`src/rtl/sap_pkg.sv`:
```
// Shared definitions for the sap_core accumulator processor: opcodes,
// control FSM states and flag register layout.
package sap_pkg;

  // Opcode field values; 8..13 are unassigned and execute as NOP.
  typedef enum logic [3:0] {
    OP_LDA = 4'd0,
    OP_ADD = 4'd1,
    OP_SUB = 4'd2,
    OP_STA = 4'd3,
    OP_LDI = 4'd4,
    OP_JMP = 4'd5,
    OP_JC  = 4'd6,
    OP_JZ  = 4'd7,
    OP_OUT = 4'd14,
    OP_HLT = 4'd15
  } opcode_e;

  typedef enum logic [2:0] {
    S_FETCH,
    S_DECODE,
    S_MEM,
    S_OUT,
    S_HALT
  } state_e;

  // Bit positions inside the flag register.
  localparam int FLAG_Z = 0;
  localparam int FLAG_C = 1;
  localparam int FLAG_W = 2;

  // Instructions that need a second memory transaction.
  function automatic logic is_mem_op(input opcode_e op);
    return (op == OP_LDA) || (op == OP_ADD) || (op == OP_SUB) || (op == OP_STA);
  endfunction

endpackage

```
`src/rtl/sap_alu.sv`:
```
// Combinational add/subtract unit. For SUB the carry output is the
// no-borrow flag (a >= b unsigned), which falls out of a + ~b + 1.
module sap_alu
  import sap_pkg::*;
#(
  parameter int DATA_W = 8
) (
  input  logic [DATA_W-1:0] a,
  input  logic [DATA_W-1:0] b,
  input  opcode_e           op,
  output logic [DATA_W-1:0] result,
  output logic              carry,
  output logic              zero
);

  logic              sub;
  logic [DATA_W:0]   sum;

  // Single adder shared by ADD and SUB; SUB inverts b and injects a carry-in.
  always_comb begin
    // NOTE: combinational blocks use blocking assignments and give every
    // output a value on every path, so no latch can be inferred.
    sub    = (op == OP_SUB);
    sum    = {1'b0, a} + {1'b0, b ^ {DATA_W{sub}}} + {{DATA_W{1'b0}}, sub};
    result = sum[DATA_W-1:0];
    carry  = sum[DATA_W];
    zero   = (sum[DATA_W-1:0] == '0);
  end

endmodule

```
`src/rtl/sap_core.sv`:
```
// Multi-cycle accumulator core with a unified handshaked memory port and a
// back-pressured output port. A single FSM sequences fetch, decode, an
// optional memory access, the output handshake and halt.
module sap_core
  import sap_pkg::*;
#(
  parameter int DATA_W = 8,
  parameter int ADDR_W = 4
) (
  input  logic              clk,
  input  logic              rst_n,
  output logic              mem_req,
  output logic              mem_we,
  output logic [ADDR_W-1:0] mem_addr,
  output logic [DATA_W-1:0] mem_wdata,
  input  logic [DATA_W-1:0] mem_rdata,
  input  logic              mem_ack,
  output logic              out_valid,
  output logic [DATA_W-1:0] out_data,
  input  logic              out_ready,
  output logic              halted,
  output logic [ADDR_W-1:0] pc
);

  state_e              state;
  logic [DATA_W-1:0]   a;
  logic [DATA_W-1:0]   ir;
  logic [FLAG_W-1:0]   flags;

  opcode_e             opcode;
  logic [DATA_W-5:0]   operand;
  logic [ADDR_W-1:0]   target;
  logic [DATA_W-1:0]   ldi_value;
  logic [DATA_W-1:0]   alu_result;
  logic                alu_carry;
  logic                alu_zero;

  assign opcode    = opcode_e'(ir[DATA_W-1 -: 4]);
  assign operand   = ir[DATA_W-5:0];
  assign target    = operand[ADDR_W-1:0];
  assign ldi_value = {4'b0000, operand};

  // NOTE: the request is gated by rst_n so it drops the moment reset asserts,
  // not at the next edge; everything else is a decode of registered state,
  // which keeps address/we/wdata stable for as long as the ack is pending.
  assign mem_req   = rst_n && ((state == S_FETCH) || (state == S_MEM));
  assign mem_we    = (state == S_MEM) && (opcode == OP_STA);
  assign mem_addr  = (state == S_MEM) ? target : pc;
  assign mem_wdata = a;

  sap_alu #(.DATA_W(DATA_W)) u_alu (
    .a      (a),
    .b      (mem_rdata),
    .op     (opcode),
    .result (alu_result),
    .carry  (alu_carry),
    .zero   (alu_zero)
  );

  // Control FSM together with the architectural registers it updates.
  always_ff @(posedge clk or negedge rst_n) begin
    if (!rst_n) begin
      state     <= S_FETCH;
      pc        <= '0;
      a         <= '0;
      ir        <= '0;
      flags     <= '0;
      out_data  <= '0;
      out_valid <= 1'b0;
      halted    <= 1'b0;
    end else begin
      // NOTE: sequential state uses non-blocking assignments so every
      // register samples pre-edge values regardless of statement order.
      case (state)
        S_FETCH: begin
          if (mem_ack) begin
            ir    <= mem_rdata;
            pc    <= pc + 1'b1;
            state <= S_DECODE;
          end
        end

        S_DECODE: begin
          state <= S_FETCH;
          case (opcode)
            OP_LDA, OP_ADD, OP_SUB, OP_STA: state <= S_MEM;
            OP_LDI: begin
              a             <= ldi_value;
              flags[FLAG_Z] <= (ldi_value == '0);
            end
            OP_JMP: pc <= target;
            OP_JC:  if (flags[FLAG_C]) pc <= target;
            OP_JZ:  if (flags[FLAG_Z]) pc <= target;
            OP_OUT: begin
              out_data  <= a;
              out_valid <= 1'b1;
              state     <= S_OUT;
            end
            OP_HLT: begin
              halted <= 1'b1;
              state  <= S_HALT;
            end
            default: ;
          endcase
        end

        S_MEM: begin
          if (mem_ack) begin
            case (opcode)
              OP_LDA: begin
                a             <= mem_rdata;
                flags[FLAG_Z] <= (mem_rdata == '0);
              end
              OP_ADD, OP_SUB: begin
                a             <= alu_result;
                flags[FLAG_C] <= alu_carry;
                flags[FLAG_Z] <= alu_zero;
              end
              default: ;
            endcase
            state <= S_FETCH;
          end
        end

        S_OUT: begin
          if (out_ready) begin
            out_valid <= 1'b0;
            state     <= S_FETCH;
          end
        end

        S_HALT: state <= S_HALT;

        default: state <= S_FETCH;
      endcase
    end
  end

  // Only memory-class opcodes may reach S_MEM.
  always_ff @(posedge clk) begin
    if (rst_n && state == S_MEM) begin
      assert (is_mem_op(opcode));
    end
  end

endmodule

```
`config.mk`:
```
export PLATFORM = sky130hd
export DESIGN_NAME = sap_core
export DESIGN_NICKNAME = d
export VERILOG_FILES = /design/src/rtl/sap_pkg.sv /design/src/rtl/sap_alu.sv /design/src/rtl/sap_core.sv
export SDC_FILE = /design/constraint.sdc
export NUM_CORES = 1
export LEC_CHECK = 0
export CAP_MARGIN = 20
export CORE_ASPECT_RATIO = 0.75
export CORE_MARGIN = 2
export CORE_UTILIZATION = 40
export DETAILED_ROUTE_END_ITERATION = 10
export PLACE_DENSITY = 0.67
export RECOVER_POWER = 100
export SETUP_SLACK_MARGIN = 0.5
export SLEW_MARGIN = 10
export SYNTH_ARGS = -nofsm -noshare
export SYNTH_HDL_FRONTEND = slang
export SYNTH_SLANG_ARGS = --single-unit
```
`constraint.sdc`:
```
create_clock -name clk -period 7.8 [get_ports clk]
set_clock_uncertainty 0.05 [all_clocks]
set_input_delay 1.56 -clock clk [delete_from_list [all_inputs] [get_ports clk]]
set_output_delay 1.56 -clock clk [all_outputs]
set_load 0.02 [all_outputs]
```
==> impl_results.html, run 1 <==
<table>
<tr><th>Metric</th><th>Value</th></tr>
<tr><th colspan="2">Synthesis</th></tr>
<tr><td>Post-synthesis compound-gate area fraction</td><td>15.4%</td></tr>
<tr><td>Mux contribution to synthesized area</td><td>12.3%</td></tr>
<tr><td>Avg Cell Area, Syn</td><td>9.71 um2</td></tr>
<tr><td>Most frequent cells after synthesis</td><td>dfrtp_1 (35), nand2_1 (23), mux2_2 (19)</td></tr>
<tr><td>Yosys reg bits</td><td>35</td></tr>
<tr><td>Area share of the leading cell type in the synthesized netlist</td><td>38.0%</td></tr>
<tr><td>Leading cell type by number of instances after synthesis</td><td>dfrtp_1</td></tr>
<tr><td>Async set-reset flop share out of synthesis</td><td>100%</td></tr>
<tr><td>Fraction of synthesized cell area in xor and xnor cells</td><td>5.71%</td></tr>
<tr><td>Synth top area cells</td><td>dfrtp_1 (38%), mux2_2 (9.3%), ha_1 (4.9%)</td></tr>
<tr><td>Share of synthesized cell area in and, or, nand and nor gates</td><td>17.4%</td></tr>
<tr><td>Number of enable-type register cells in the synthesized netlist</td><td>0</td></tr>
<tr><td>Count of cell types in the netlist</td><td>49</td></tr>
<tr><td>Post-Synthesis Cells</td><td>237</td></tr>
<tr><td>Net count after synthesis</td><td>259</td></tr>
<tr><td>Count of yosys warnings during synthesis</td><td>0</td></tr>
<tr><td>Share of synthesized area occupied by flip-flops and latches</td><td>38.0%</td></tr>
<tr><td>Largest family of logic cells by synthesized area</td><td>simple AND/OR/NAND/NOR gates</td></tr>
<tr><td>Synthesized-area fraction occupied by adder cells</td><td>5.76%</td></tr>
<tr><td>Synthesized area</td><td>0.00230 mm2</td></tr>
<tr><td>Leading area contributor after synthesis</td><td>dfrtp_1</td></tr>
<tr><td>Flip-flop cell with the highest count after synthesis</td><td>dfrtp_1</td></tr>
<tr><th colspan="2">Final layout</th></tr>
<tr><td>Number of antenna repair diodes</td><td>0</td></tr>
<tr><td>Final core utilization</td><td>51.0%</td></tr>
<tr><td>Layout Area Growth over Synthesis</td><td>20.4%</td></tr>
<tr><td>Proportion of layout cells with a drive suffix above 1</td><td>11.9%</td></tr>
<tr><td>Post-layout instance area</td><td>0.00277 mm2</td></tr>
<tr><td>Number of nets in the layout</td><td>291</td></tr>
<tr><th colspan="2">Power and ir drop</th></tr>
<tr><td>VDD IR max</td><td>0.215 mV</td></tr>
<tr><td>Relative contribution of combinational cells to total power</td><td>57.6%</td></tr>
<tr><td>Switching power of the nets</td><td>552 uW</td></tr>
<tr><td>Clock Power Share</td><td>11.4%</td></tr>
<tr><td>Static Leak</td><td>0.00123 uW</td></tr>
<tr><td>Net Sw Frac</td><td>46.0%</td></tr>
<tr><td>Share of total power in sequential cells</td><td>30.9%</td></tr>
<tr><td>Areal power density over the cells</td><td>433 mW/mm2</td></tr>
<tr><td>Internal power</td><td>648 uW</td></tr>
<tr><th colspan="2">Floorplan</th></tr>
<tr><td>Number of placed I/O pins</td><td>40</td></tr>
<tr><td>Floorplan die area</td><td>0.00638 mm2</td></tr>
<tr><td>Standard-cell rows</td><td>23</td></tr>
<tr><td>Core area</td><td>0.00544 mm2</td></tr>
<tr><td>Overall die height</td><td>69.7 um</td></tr>
<tr><td>Effective utilization at floorplan</td><td>42.3%</td></tr>
<tr><td>Die Width</td><td>91.6 um</td></tr>
<tr><th colspan="2">Critical path</th></tr>
<tr><td>Classification of the worst setup path</td><td>input port to output pin</td></tr>
<tr><td>Data arrival time of the worst path</td><td>3940 ps</td></tr>
<tr><td>Flop2flop setup slack</td><td>4470 ps</td></tr>
<tr><td>CP startpoint kind</td><td>input port</td></tr>
<tr><td>Endpoint class of the critical path</td><td>output pin</td></tr>
<tr><td>Biggest fanout along the worst timing path</td><td>36</td></tr>
<tr><td>Worst path required time</td><td>6190 ps</td></tr>
<tr><th colspan="2">CTS</th></tr>
<tr><td>Post-CTS setup buffers</td><td>0</td></tr>
<tr><td>Maximum root-to-sink buffer count</td><td>2</td></tr>
<tr><td>Root buf cell</td><td>clkbuf_8</td></tr>
<tr><td>H-Tree Depth</td><td>2</td></tr>
<tr><td>Clock sink total</td><td>35</td></tr>
<tr><td># resized after CTS</td><td>0</td></tr>
<tr><td>Clock tree from TritonCTS</td><td>yes</td></tr>
<tr><td>Register clock-pin slew on the reported worst setup and hold paths</td><td>70 ps</td></tr>
<tr><td>Number of CTS-inserted buffers</td><td>5</td></tr>
<tr><td>CTS Hold Buffers Added</td><td>0</td></tr>
<tr><td>Insertion delay to the later sink of the worst-skew pair</td><td>290 ps</td></tr>
<tr><th colspan="2">STA</th></tr>
<tr><td>Min Hold Slack</td><td>427 ps</td></tr>
<tr><td>Tightest Pin Transition</td><td>1950 ps</td></tr>
<tr><td>Unrepaired setup endpoints after global routing</td><td>no</td></tr>
<tr><td>Max frequency</td><td>180 MHz</td></tr>
<tr><td>Fin. max-slew vios</td><td>37</td></tr>
<tr><td>Sum Neg Setup Slack</td><td>0 ps</td></tr>
<tr><td>Setup-failing EPs final</td><td>0</td></tr>
<tr><td>Worst slew margin relative to its limit</td><td>-29.9%</td></tr>
<tr><td>Ratio of final minimum period to clock period</td><td>71.1%</td></tr>
<tr><td>Shortest period the worst path allows</td><td>5550 ps</td></tr>
<tr><td>Final Hold Viols</td><td>0</td></tr>
<tr><th colspan="2">Global route</th></tr>
<tr><td>Met1 GRT Util</td><td>26.2%</td></tr>
<tr><td>GRT met2 Usage</td><td>27.8%</td></tr>
<tr><td>GRT busiest layer</td><td>met2</td></tr>
<tr><td>Vias in the first global route</td><td>1802</td></tr>
<tr><td>Number of antenna violations at the first check in global routing</td><td>0</td></tr>
<tr><td>Global-route total usage across every layer</td><td>18.3%</td></tr>
<tr><td>GRT met3 Usage</td><td>3.59%</td></tr>
<tr><td>Maximum number of pins on one net before global-route repair</td><td>37</td></tr>
<tr><td>Wire length of the first global-routing pass</td><td>9200 um</td></tr>
<tr><td>Congestion Overflow GR</td><td>0</td></tr>
<tr><th colspan="2">Detailed routing</th></tr>
<tr><td>Number of antenna-violating nets in the routed design</td><td>0</td></tr>
<tr><td>DR vias/cell</td><td>5.50</td></tr>
<tr><td>Detail-routed net length per standard cell</td><td>16.3 um</td></tr>
<tr><td>Wire length reported by the detailed router</td><td>5620 um</td></tr>
<tr><td>Via total after detailed routing</td><td>1893</td></tr>
<tr><td>Initial DRC count</td><td>60</td></tr>
<tr><td>Remaining design rule violation count</td><td>0</td></tr>
<tr><td>Number of optimization iterations in the first detailed-route pass</td><td>4</td></tr>
<tr><th colspan="2">Placement</th></tr>
<tr><td>Number of buffer cells added on primary ports</td><td>39</td></tr>
<tr><td>Detailed-placement wirelength estimate</td><td>3840 um</td></tr>
<tr><td>Post-place instance area</td><td>0.00270 mm2</td></tr>
<tr><td>RD Place Congestion</td><td>0.835</td></tr>
<tr><th colspan="2">Worst hold path</th></tr>
<tr><td>Worst min-delay path category</td><td>flop to flop</td></tr>
<tr><th colspan="2">Outcome</th></tr>
<tr><td>Status</td><td>complete, but fails checks</td></tr>
<tr><td>Violations in the final reports</td><td>max-capacitance violations, max-slew violations</td></tr>
<tr><th colspan="2">Job</th></tr>
<tr><td>Max-cap check violation count</td><td>1</td></tr>
</table>
## cell families after synthesis
| kind of cell | after synthesis |
|---|---|
| DFF | 35 |
| buffers and inverters | 23 |
| adders and majority gates | 10 |
| muxes | 26 |
| xor gates and xnor gates | 15 |
| AOI/OAI and AO/OA | 55 |
| and+or+nand+nor | 73 |
## state kept, by name (all words and copies together), names as in the netlist
register,count
flags,2
ir,8
pc,4
state,3
halted,1
mem_wdata,8
out_data,8
out_valid,1
## layer usage
layer	wire (um)	up-vias
met5	0	-
met4	54	0
met3	245	6
met2	2470	42
met1	2850	936
li1	-	909
## worst paths after layout
| path | startpoint | to | cells past startpoint |
|---|---|---|---|
| max in group asynchronous | rst_n | halted$_DFFE_PN0P_ | 1 |
| min in group asynchronous | rst_n | mem_wdata[7]$_DFFE_PN0P_ | 1 |
| min | halted$_DFFE_PN0P_ | halted$_DFFE_PN0P_ | 1 |
| max | rst_n | mem_req | 3 |
| max reg2reg | ir[4]$_DFFE_PN0P_ | mem_wdata[7]$_DFFE_PN0P_ | 9 |
| min reg2reg | halted$_DFFE_PN0P_ | halted$_DFFE_PN0P_ | 1 |
## layout by cell type (no fill, tap or decap), types with 5 or more instances in the layout
master / netlist / layout
nand2_1: 23 / 23
nor2_1: 16 / 16
xnor2_1: 11 / 11
a21oi_1: 15 / 15
clkbuf_8: 0 / 6
dlygate4sd3_1: 0 / 31
o21ai_0: 14 / 16
ha_1: 9 / 9
dfrtp_1: 35 / 35
mux2_2: 19 / 19
clkdlybuf4s50_1: 0 / 7
mux2i_1: 7 / 7
nand3_1: 5 / 5
inv_1: 6 / 6
## power groups by stage
stage / clock network, uW / logic, uW / registers, uW
2_1_floorplan: 0 / 498 / 371
3_3_place_gp: 0 / 707 / 370
3_5_place_dp: 0 / 720 / 374
4_1_cts: 139 / 727 / 372
5_1_grt: 150 / 759 / 388
6_report: 137 / 692 / 371
## critical path: stages
cell and delay (ps):
clkbuf_1 1360, nor3b_1 290, dlygate4sd3_1 700
## cell type report
class                      count  area (um2)
inverter                       6        22.5
multi-input combinational    179        1300
timing repair buffer          42         395
fill                         529        2670
clock inverter                 1        5.00
tap                           75        93.8
sequential                    35         876
clock buffer                   6        82.6
## stage by stage
stage          power, uW  setup WS (ps)  cells
4_1_cts             1240           3020    344
5_1_grt             1300           1840    344
3_5_place_dp        1090           3020    337
2_1_floorplan        869           4110    237
6_report            1200           2250    344
3_3_place_gp        1080           3070    337
Power figures use the tool's default switching activity.
==> inputs of run 2 (changes only) <==
==> constraint.sdc (replaced) <==
create_clock -name clk -period 5.3 [get_ports clk]
set_clock_uncertainty 0.05 [all_clocks]
set_input_delay 1.06 -clock clk [delete_from_list [all_inputs] [get_ports clk]]
set_output_delay 1.06 -clock clk [all_outputs]
set_load 0.02 [all_outputs]
==> impl_results.html, run 2 (same netlist as run 1, synthesis figures left out) <==
<table>
<tr><th>Metric</th><th>Value</th></tr>
<tr><th colspan="2">Critical path</th></tr>
<tr><td>Data arrival time of the worst path</td><td>2450 ps (-1490 ps)</td></tr>
<tr><td>Biggest fanout along the worst timing path</td><td>36 (unchanged)</td></tr>
<tr><td>Endpoint class of the critical path</td><td>output pin</td></tr>
<tr><td>Classification of the worst setup path</td><td>input port to output pin</td></tr>
<tr><td>CP startpoint kind</td><td>input port</td></tr>
<tr><td>Worst path required time</td><td>4190 ps (-2000 ps)</td></tr>
<tr><td>Cell count of the worst reg-to-reg path</td><td>9 (unchanged)</td></tr>
<tr><th colspan="2">STA</th></tr>
<tr><td>Shortest period the worst path allows</td><td>3560 ps</td></tr>
<tr><td>Tightest Pin Transition</td><td>847 ps (-1100 ps)</td></tr>
<tr><td>Fin. max-slew vios</td><td>0 (-100%)</td></tr>
<tr><td>Final Hold Viols</td><td>0 (unchanged)</td></tr>
<tr><td>Setup-failing EPs final</td><td>0 (unchanged)</td></tr>
<tr><td>Max frequency</td><td>281 MHz</td></tr>
<tr><td>Worst slew margin relative to its limit</td><td>43.5% (+73 points)</td></tr>
<tr><td>Ratio of final minimum period to clock period</td><td>67.3%</td></tr>
<tr><td>Sum Neg Setup Slack</td><td>0 ps (unchanged)</td></tr>
<tr><td>Unrepaired setup endpoints after global routing</td><td>no</td></tr>
<tr><th colspan="2">Global route</th></tr>
<tr><td>Wire length of the first global-routing pass</td><td>9320 um (+1.3%)</td></tr>
<tr><td>Number of antenna violations at the first check in global routing</td><td>0 (unchanged)</td></tr>
<tr><td>Vias in the first global route</td><td>1883 (+4.5%)</td></tr>
<tr><td>Maximum number of pins on one net before global-route repair</td><td>37 (unchanged)</td></tr>
<tr><td>Global-route total usage across every layer</td><td>18.1% (-0.18 points)</td></tr>
<tr><td>Congestion Overflow GR</td><td>0 (unchanged)</td></tr>
<tr><th colspan="2">Job</th></tr>
<tr><td>Max-cap check violation count</td><td>0 (-1)</td></tr>
<tr><th colspan="2">Floorplan</th></tr>
<tr><td>Die Width</td><td>91.6 um (unchanged)</td></tr>
<tr><td>Floorplan die area</td><td>0.00638 mm2 (unchanged)</td></tr>
<tr><td>Overall die height</td><td>69.7 um (unchanged)</td></tr>
<tr><td>Core area</td><td>0.00544 mm2 (unchanged)</td></tr>
<tr><td>Effective utilization at floorplan</td><td>42.3% (unchanged)</td></tr>
<tr><td>Standard-cell rows</td><td>23 (unchanged)</td></tr>
<tr><td>Number of placed I/O pins</td><td>40 (unchanged)</td></tr>
<tr><th colspan="2">CTS</th></tr>
<tr><td>Clock sink total</td><td>35 (unchanged)</td></tr>
<tr><td>Post-CTS setup buffers</td><td>0 (unchanged)</td></tr>
<tr><td>Clock tree from TritonCTS</td><td>yes</td></tr>
<tr><td>Root buf cell</td><td>clkbuf_8</td></tr>
<tr><td>CTS Hold Buffers Added</td><td>0 (unchanged)</td></tr>
<tr><td>H-Tree Depth</td><td>2 (unchanged)</td></tr>
<tr><td>Number of CTS-inserted buffers</td><td>5 (unchanged)</td></tr>
<tr><td>Register clock-pin slew on the reported worst setup and hold paths</td><td>70 ps (about the same)</td></tr>
<tr><td># resized after CTS</td><td>0 (unchanged)</td></tr>
<tr><td>Insertion delay to the later sink of the worst-skew pair</td><td>280 ps (about the same)</td></tr>
<tr><td>Maximum root-to-sink buffer count</td><td>2 (unchanged)</td></tr>
<tr><th colspan="2">Power and ir drop</th></tr>
<tr><td>VDD IR max</td><td>0.303 mV (+41%)</td></tr>
<tr><td>Clock Power Share</td><td>14.0% (+2.6 points)</td></tr>
<tr><td>Internal power</td><td>1000 uW (+55%)</td></tr>
<tr><td>Static Leak</td><td>0.00125 uW (+1.7%)</td></tr>
<tr><td>Design Power</td><td>1800 uW (+50%)</td></tr>
<tr><td>Areal power density over the cells</td><td>641 mW/mm2 (+48%)</td></tr>
<tr><td>Share of total power in sequential cells</td><td>30.0% (-0.9 points)</td></tr>
<tr><td>Switching power of the nets</td><td>799 uW (+45%)</td></tr>
<tr><td>Relative contribution of combinational cells to total power</td><td>55.9% (-1.7 points)</td></tr>
<tr><td>Net Sw Frac</td><td>44.3% (-1.7 points)</td></tr>
<tr><th colspan="2">Placement</th></tr>
<tr><td>Post-place instance area</td><td>0.00271 mm2 (+0.28%)</td></tr>
<tr><td>Number of buffer cells added on primary ports</td><td>39 (unchanged)</td></tr>
<tr><td>RD Place Congestion</td><td>0.799 (-4.3%)</td></tr>
<tr><td>Number of cells in the design after placement</td><td>338 (+0.30%)</td></tr>
<tr><td>Detailed-placement wirelength estimate</td><td>3880 um (+1.1%)</td></tr>
<tr><th colspan="2">Final layout</th></tr>
<tr><td>Proportion of layout cells with a drive suffix above 1</td><td>12.9% (+1.0 points)</td></tr>
<tr><td>Final Instance Count excl. Fillers</td><td>346 (+0.58%)</td></tr>
<tr><td>Number of nets in the layout</td><td>292 (+0.34%)</td></tr>
<tr><td>Most common cell after layout, fill and taps aside</td><td>dfrtp_1</td></tr>
<tr><td>Post-layout instance area</td><td>0.00281 mm2 (+1.4%)</td></tr>
<tr><td>Most frequent cells in the layout</td><td>dfrtp_1 (35), dlygate4sd3_1 (30), nand2_1 (23), mux2_2 (19)</td></tr>
<tr><td>Layout Area Growth over Synthesis</td><td>22.1%</td></tr>
<tr><td>Number of antenna repair diodes</td><td>0 (unchanged)</td></tr>
<tr><th colspan="2">Outcome</th></tr>
<tr><td>Status</td><td>completed</td></tr>
<tr><th colspan="2">Worst hold path</th></tr>
<tr><td>Depth of the worst hold-timing path</td><td>1 (unchanged)</td></tr>
<tr><td>Worst min-delay path category</td><td>flop to flop</td></tr>
<tr><th colspan="2">Detailed routing</th></tr>
<tr><td>Remaining design rule violation count</td><td>0 (unchanged)</td></tr>
<tr><td>Number of antenna-violating nets in the routed design</td><td>0 (unchanged)</td></tr>
<tr><td>Wire length reported by the detailed router</td><td>5440 um (-3.2%)</td></tr>
<tr><td>Detail-routed net length per standard cell</td><td>15.7 um (-3.7%)</td></tr>
<tr><td>DR vias/cell</td><td>5.44 (-1.1%)</td></tr>
<tr><td>Initial DRC count</td><td>104 (+73%)</td></tr>
<tr><td>Via total after detailed routing</td><td>1883 (-0.53%)</td></tr>
<tr><td>Number of optimization iterations in the first detailed-route pass</td><td>4 (unchanged)</td></tr>
</table>
-- run 2: changes by cell type in the layout (fill, tap and decap cells not counted), sizes merged --
| cell | before | now |
|---|---|---|
| dlygate4sd3 | 31 | 30 |
| clkdlybuf4s50 | 7 | 8 |
| clkbuf | 10 | 9 |
| bufinv | 0 | 1 |
| buf | 0 | 2 |
-- run 2: per-layer routing --
metal  part of all wire (%)  routed length (um)  global-route usage (%)  vias up
li1                       -                   -                       -      915
met1                     51                2790                    26.8      920
met2                     43                2360                    26.7       46
met3                    4.8                 259                    4.57        2
met4                   0.42                  23                    3.54        0
met5                      0                   0                       0        -
-- run 2: power by group through the flow --
stage | registers (uW) | clock network [uW] | logic (uW)
6_report | 542 | 253 | 1010
5_1_grt | 568 | 274 | 1120
4_1_cts | 545 | 261 | 1070
3_5_place_dp | 549 | 0 | 1060
3_3_place_gp | 546 | 0 | 1040
2_1_floorplan | 546 | 0 | 733
-- run 2: critical path: stages --
cell and delay (ps):
buf_2 70, buf_4 390, nor3b_1 230, dlygate4sd3_1 690
-- run 2: final timing paths --
check / startpoint / slack (ps) / endpoint
worst max-delay path: rst_n / 1740 / mem_req
worst min-delay path: halted$_DFFE_PN0P_ / 420 / halted$_DFFE_PN0P_
worst max register to register: ir[4]$_DFFE_PN0P_ / 1990 / mem_wdata[7]$_DFFE_PN0P_
worst min register to register: halted$_DFFE_PN0P_ / 420 / halted$_DFFE_PN0P_
max in group asynchronous: rst_n / 4110 / halted$_DFFE_PN0P_
min in group asynchronous: rst_n / 760 / out_valid$_DFFE_PN0P_
-- run 2: stage by stage --
step / hold slack (ps) / utilization, % / setup slack [ps]
4_1_cts: 438 / 52.0 / 1740
3_5_place_dp: 420 / 49.9 / 1600
5_1_grt: 444 / 51.7 / 1570
3_3_place_gp: 419 / 49.9 / 1690
6_report: 422 / 51.7 / 1740
2_1_floorplan: 427 / - / 2240
-- run 2: cell type report --
type                    instances  area [um2]
inverters                       6        22.5
multi-input cells             179        1300
repair buffers                 43         404
flip-flops and latches         35         876
well taps                      75        93.8
clock buffers                   6        82.6
fillers                       507        2630
clock inverters                 2        35.0
==> inputs of run 3 (changes only) <==
--- a/config.mk
+++ b/config.mk
@@ -10,7 +10,7 @@
 export CORE_MARGIN = 2
 export CORE_UTILIZATION = 40
 export DETAILED_ROUTE_END_ITERATION = 10
-export PLACE_DENSITY = 0.67
+export PLACE_DENSITY = 0.7
 export RECOVER_POWER = 100
 export SETUP_SLACK_MARGIN = 0.5
 export SLEW_MARGIN = 10
==> constraint.sdc (replaced) <==
create_clock -name clk -period 3 [get_ports clk]
set_clock_uncertainty 0.05 [all_clocks]
set_input_delay 0.6 -clock clk [delete_from_list [all_inputs] [get_ports clk]]
set_output_delay 0.6 -clock clk [all_outputs]
set_load 0.02 [all_outputs]
==> impl_results.html, run 3 (same netlist as run 1, synthesis figures left out) <==
<table>
<tr><th>Metric</th><th>Value</th></tr>
<tr><th colspan="2">Outcome</th></tr>
<tr><td>Status</td><td>complete, but fails checks</td></tr>
<tr><td>Violations in the final reports</td><td>max-capacitance violations, max-slew violations</td></tr>
<tr><th colspan="2">Final layout</th></tr>
<tr><td>Layout Area Growth over Synthesis</td><td>32.9%</td></tr>
<tr><td>Final core utilization</td><td>56.3% (+4.6 points)</td></tr>
<tr><td>Most frequent cells in the layout</td><td>dfrtp_1 (35), nand2_1 (23), dlygate4sd3_1 (23), mux2_2 (19), buf_4 (19)</td></tr>
<tr><td>Number of nets in the layout</td><td>314 (+7.5%)</td></tr>
<tr><td>Count of fill cells added during filler insertion</td><td>489 (-3.6%)</td></tr>
<tr><td>Most common cell after layout, fill and taps aside</td><td>dfrtp_1</td></tr>
<tr><td>Number of antenna repair diodes</td><td>0 (unchanged)</td></tr>
<tr><td>Proportion of layout cells with a drive suffix above 1</td><td>22.2% (+9.3 points)</td></tr>
<tr><td>Post-layout instance area</td><td>0.00306 mm2 (+8.9%)</td></tr>
<tr><th colspan="2">Global route</th></tr>
<tr><td>Global-route total usage across every layer</td><td>19.9% (+1.8 points)</td></tr>
<tr><td>Vias in the first global route</td><td>1968 (+4.5%)</td></tr>
<tr><td>Congestion Overflow GR</td><td>0 (unchanged)</td></tr>
<tr><td>Maximum number of pins on one net before global-route repair</td><td>36 (-2.7%)</td></tr>
<tr><td>Number of antenna violations at the first check in global routing</td><td>0 (unchanged)</td></tr>
<tr><td>Wire length of the first global-routing pass</td><td>10100 um (+8.8%)</td></tr>
<tr><th colspan="2">CTS</th></tr>
<tr><td>H-Tree Depth</td><td>2 (unchanged)</td></tr>
<tr><td>Root buf cell</td><td>clkbuf_8</td></tr>
<tr><td>Register clock-pin slew on the reported worst setup and hold paths</td><td>80 ps (about the same)</td></tr>
<tr><td>Clock sink total</td><td>35 (unchanged)</td></tr>
<tr><td>Insertion delay to the later sink of the worst-skew pair</td><td>290 ps (about the same)</td></tr>
<tr><td>Maximum root-to-sink buffer count</td><td>2 (unchanged)</td></tr>
<tr><td>Number of CTS-inserted buffers</td><td>5 (unchanged)</td></tr>
<tr><td>Clock tree from TritonCTS</td><td>yes</td></tr>
<tr><th colspan="2">STA</th></tr>
<tr><td>Fin. max-slew vios</td><td>36 (+36)</td></tr>
<tr><td>Unrepaired setup endpoints after global routing</td><td>yes</td></tr>
<tr><td>Tightest Pin Transition</td><td>1930 ps (+1080 ps)</td></tr>
<tr><td>Final Hold Viols</td><td>0 (unchanged)</td></tr>
<tr><td>Max frequency</td><td>344 MHz</td></tr>
<tr><td>Min Hold Slack</td><td>433 ps (+11.0 ps)</td></tr>
<tr><td>Ratio of final minimum period to clock period</td><td>96.9%</td></tr>
<tr><td>Sum Neg Setup Slack</td><td>0 ps (unchanged)</td></tr>
<tr><td>Worst slew margin relative to its limit</td><td>-28.7% (-72 points)</td></tr>
<tr><td>Setup-failing EPs final</td><td>0 (unchanged)</td></tr>
<tr><td>Shortest period the worst path allows</td><td>2910 ps</td></tr>
<tr><th colspan="2">Power and ir drop</th></tr>
<tr><td>Areal power density over the cells</td><td>1180 mW/mm2 (+83%)</td></tr>
<tr><td>Static Leak</td><td>0.00138 uW (+9.9%)</td></tr>
<tr><td>VDD IR max</td><td>0.470 mV (+55%)</td></tr>
<tr><td>Design Power</td><td>3600 uW (+99%)</td></tr>
<tr><th colspan="2">Detailed routing</th></tr>
<tr><td>Remaining design rule violation count</td><td>0 (unchanged)</td></tr>
<tr><td>Via total after detailed routing</td><td>2032 (+7.9%)</td></tr>
<tr><td>Number of optimization iterations in the first detailed-route pass</td><td>4 (unchanged)</td></tr>
<tr><td>Wire length reported by the detailed router</td><td>6090 um (+12%)</td></tr>
<tr><td>Number of antenna-violating nets in the routed design</td><td>0 (unchanged)</td></tr>
<tr><td>Detail-routed net length per standard cell</td><td>16.5 um (+5.2%)</td></tr>
<tr><td>Initial DRC count</td><td>78 (-25%)</td></tr>
<tr><td>DR vias/cell</td><td>5.52 (+1.5%)</td></tr>
<tr><th colspan="2">Floorplan</th></tr>
<tr><td>Die Width</td><td>91.6 um (unchanged)</td></tr>
<tr><td>Floorplan die area</td><td>0.00638 mm2 (unchanged)</td></tr>
<tr><td>Standard-cell rows</td><td>23 (unchanged)</td></tr>
<tr><td>Effective utilization at floorplan</td><td>42.3% (unchanged)</td></tr>
<tr><td>Number of placed I/O pins</td><td>40 (unchanged)</td></tr>
<tr><td>Overall die height</td><td>69.7 um (unchanged)</td></tr>
<tr><td>Core area</td><td>0.00544 mm2 (unchanged)</td></tr>
<tr><th colspan="2">Critical path</th></tr>
<tr><td>Worst path required time</td><td>3130 ps (-1060 ps)</td></tr>
<tr><td>CP startpoint kind</td><td>flop</td></tr>
<tr><td>Data arrival time of the worst path</td><td>3030 ps (+580 ps)</td></tr>
<tr><td>Endpoint class of the critical path</td><td>flop</td></tr>
<tr><td>Classification of the worst setup path</td><td>flop to flop</td></tr>
<tr><td>Biggest fanout along the worst timing path</td><td>5 (-86%)</td></tr>
<tr><th colspan="2">Placement</th></tr>
<tr><td>RD Place Congestion</td><td>0.840 (+5.1%)</td></tr>
<tr><td>Post-place instance area</td><td>0.00287 mm2 (+5.9%)</td></tr>
<tr><td>Number of buffer cells added on primary ports</td><td>39 (unchanged)</td></tr>
<tr><td>Detailed-placement wirelength estimate</td><td>4220 um (+8.8%)</td></tr>
<tr><th colspan="2">Job</th></tr>
<tr><td>Max-cap check violation count</td><td>1 (+1)</td></tr>
<tr><th colspan="2">Worst hold path</th></tr>
<tr><td>Worst min-delay path category</td><td>flop to flop</td></tr>
</table>
[run 3: cell count changes in the layout (fill, tap and decap cells not counted), moves of 3 or more]
| cell | delta |
|---|---|
| xnor2_2 | +3 |
| clkbuf_1 | +5 |
| o21ai_0 | -3 |
| dlygate4sd3_1 | -7 |
| a21oi_2 | +3 |
| xnor2_1 | -4 |
| a21oi_1 | -3 |
| buf_4 | +18 |
| dlygate4sd2_1 | +4 |
[run 3: where the power goes]
group          internal, uW  switching, uW
Combinational          1030           1180
Clock                   333            185
Sequential              675            194
Total                  2040           1560
[run 3: worst max-delay path, cell delays in order (launching register included)]
cell,delay [ps]
dfrtp_1,390
or4b_4,640
xnor2_4,220
ha_4,230
a311o_1,320
a31oi_2,210
o211ai_1,130
a21oi_1,180
xnor2_1,110
a221o_1,320
[run 3: final cells by class]
cell class | count | area, um2 | area share, %
clock buffers | 6 | 72.6 | 2.37
clock inverters | 2 | 60.1 | 1.96
inverters | 6 | 22.5 | 0.736
multi-input cells | 179 | 1390 | 45.5
flip-flops and latches | 35 | 876 | 28.6
well taps | 75 | 93.8 | 3.07
repair buffers | 65 | 544 | 17.8
[run 3: worst paths after layout]
kind | end | startpoint | slack, ps | cells past startpoint
worst max-delay path | mem_wdata[7]$_DFFE_PN0P_ | ir[7]$_DFFE_PN0P_ | 90 | 9
min in group asynchronous | out_valid$_DFFE_PN0P_ | rst_n | 920 | 2
worst max register to register | mem_wdata[7]$_DFFE_PN0P_ | ir[7]$_DFFE_PN0P_ | 90 | 9
max in group asynchronous | ir[1]$_DFFE_PN0P_ | rst_n | 860 | 2
worst min register to register | halted$_DFFE_PN0P_ | halted$_DFFE_PN0P_ | 430 | 1
worst min-delay path | halted$_DFFE_PN0P_ | halted$_DFFE_PN0P_ | 430 | 1
[run 3: what timing repair did]
item,4_1_cts,5_1_grt
pin swaps,2,4
hold buffers,0,0
buffers inserted,4,3
resized for setup,9,9
endpoints found under the setup margin,11,9
[run 3: through the flow]
| stage | std cells | setup slack, ps |
|---|---|---|
| after detailed placement | 353 | -9.76 |
| after global placement | 353 | 16.8 |
| after global routing | 368 | -9.36 |
| final | 368 | 93.9 |
| after CTS | 365 | 173 |
| after floorplan | 237 | 133 |
[run 3: metal layers]
layer	vias to the layer above	wire length [um]	track usage, %
met5	-	0	0
met4	0	38	4.21
met3	6	362	5.11
met2	72	2720	28.6
met1	995	2970	30.1
li1	959	-	-
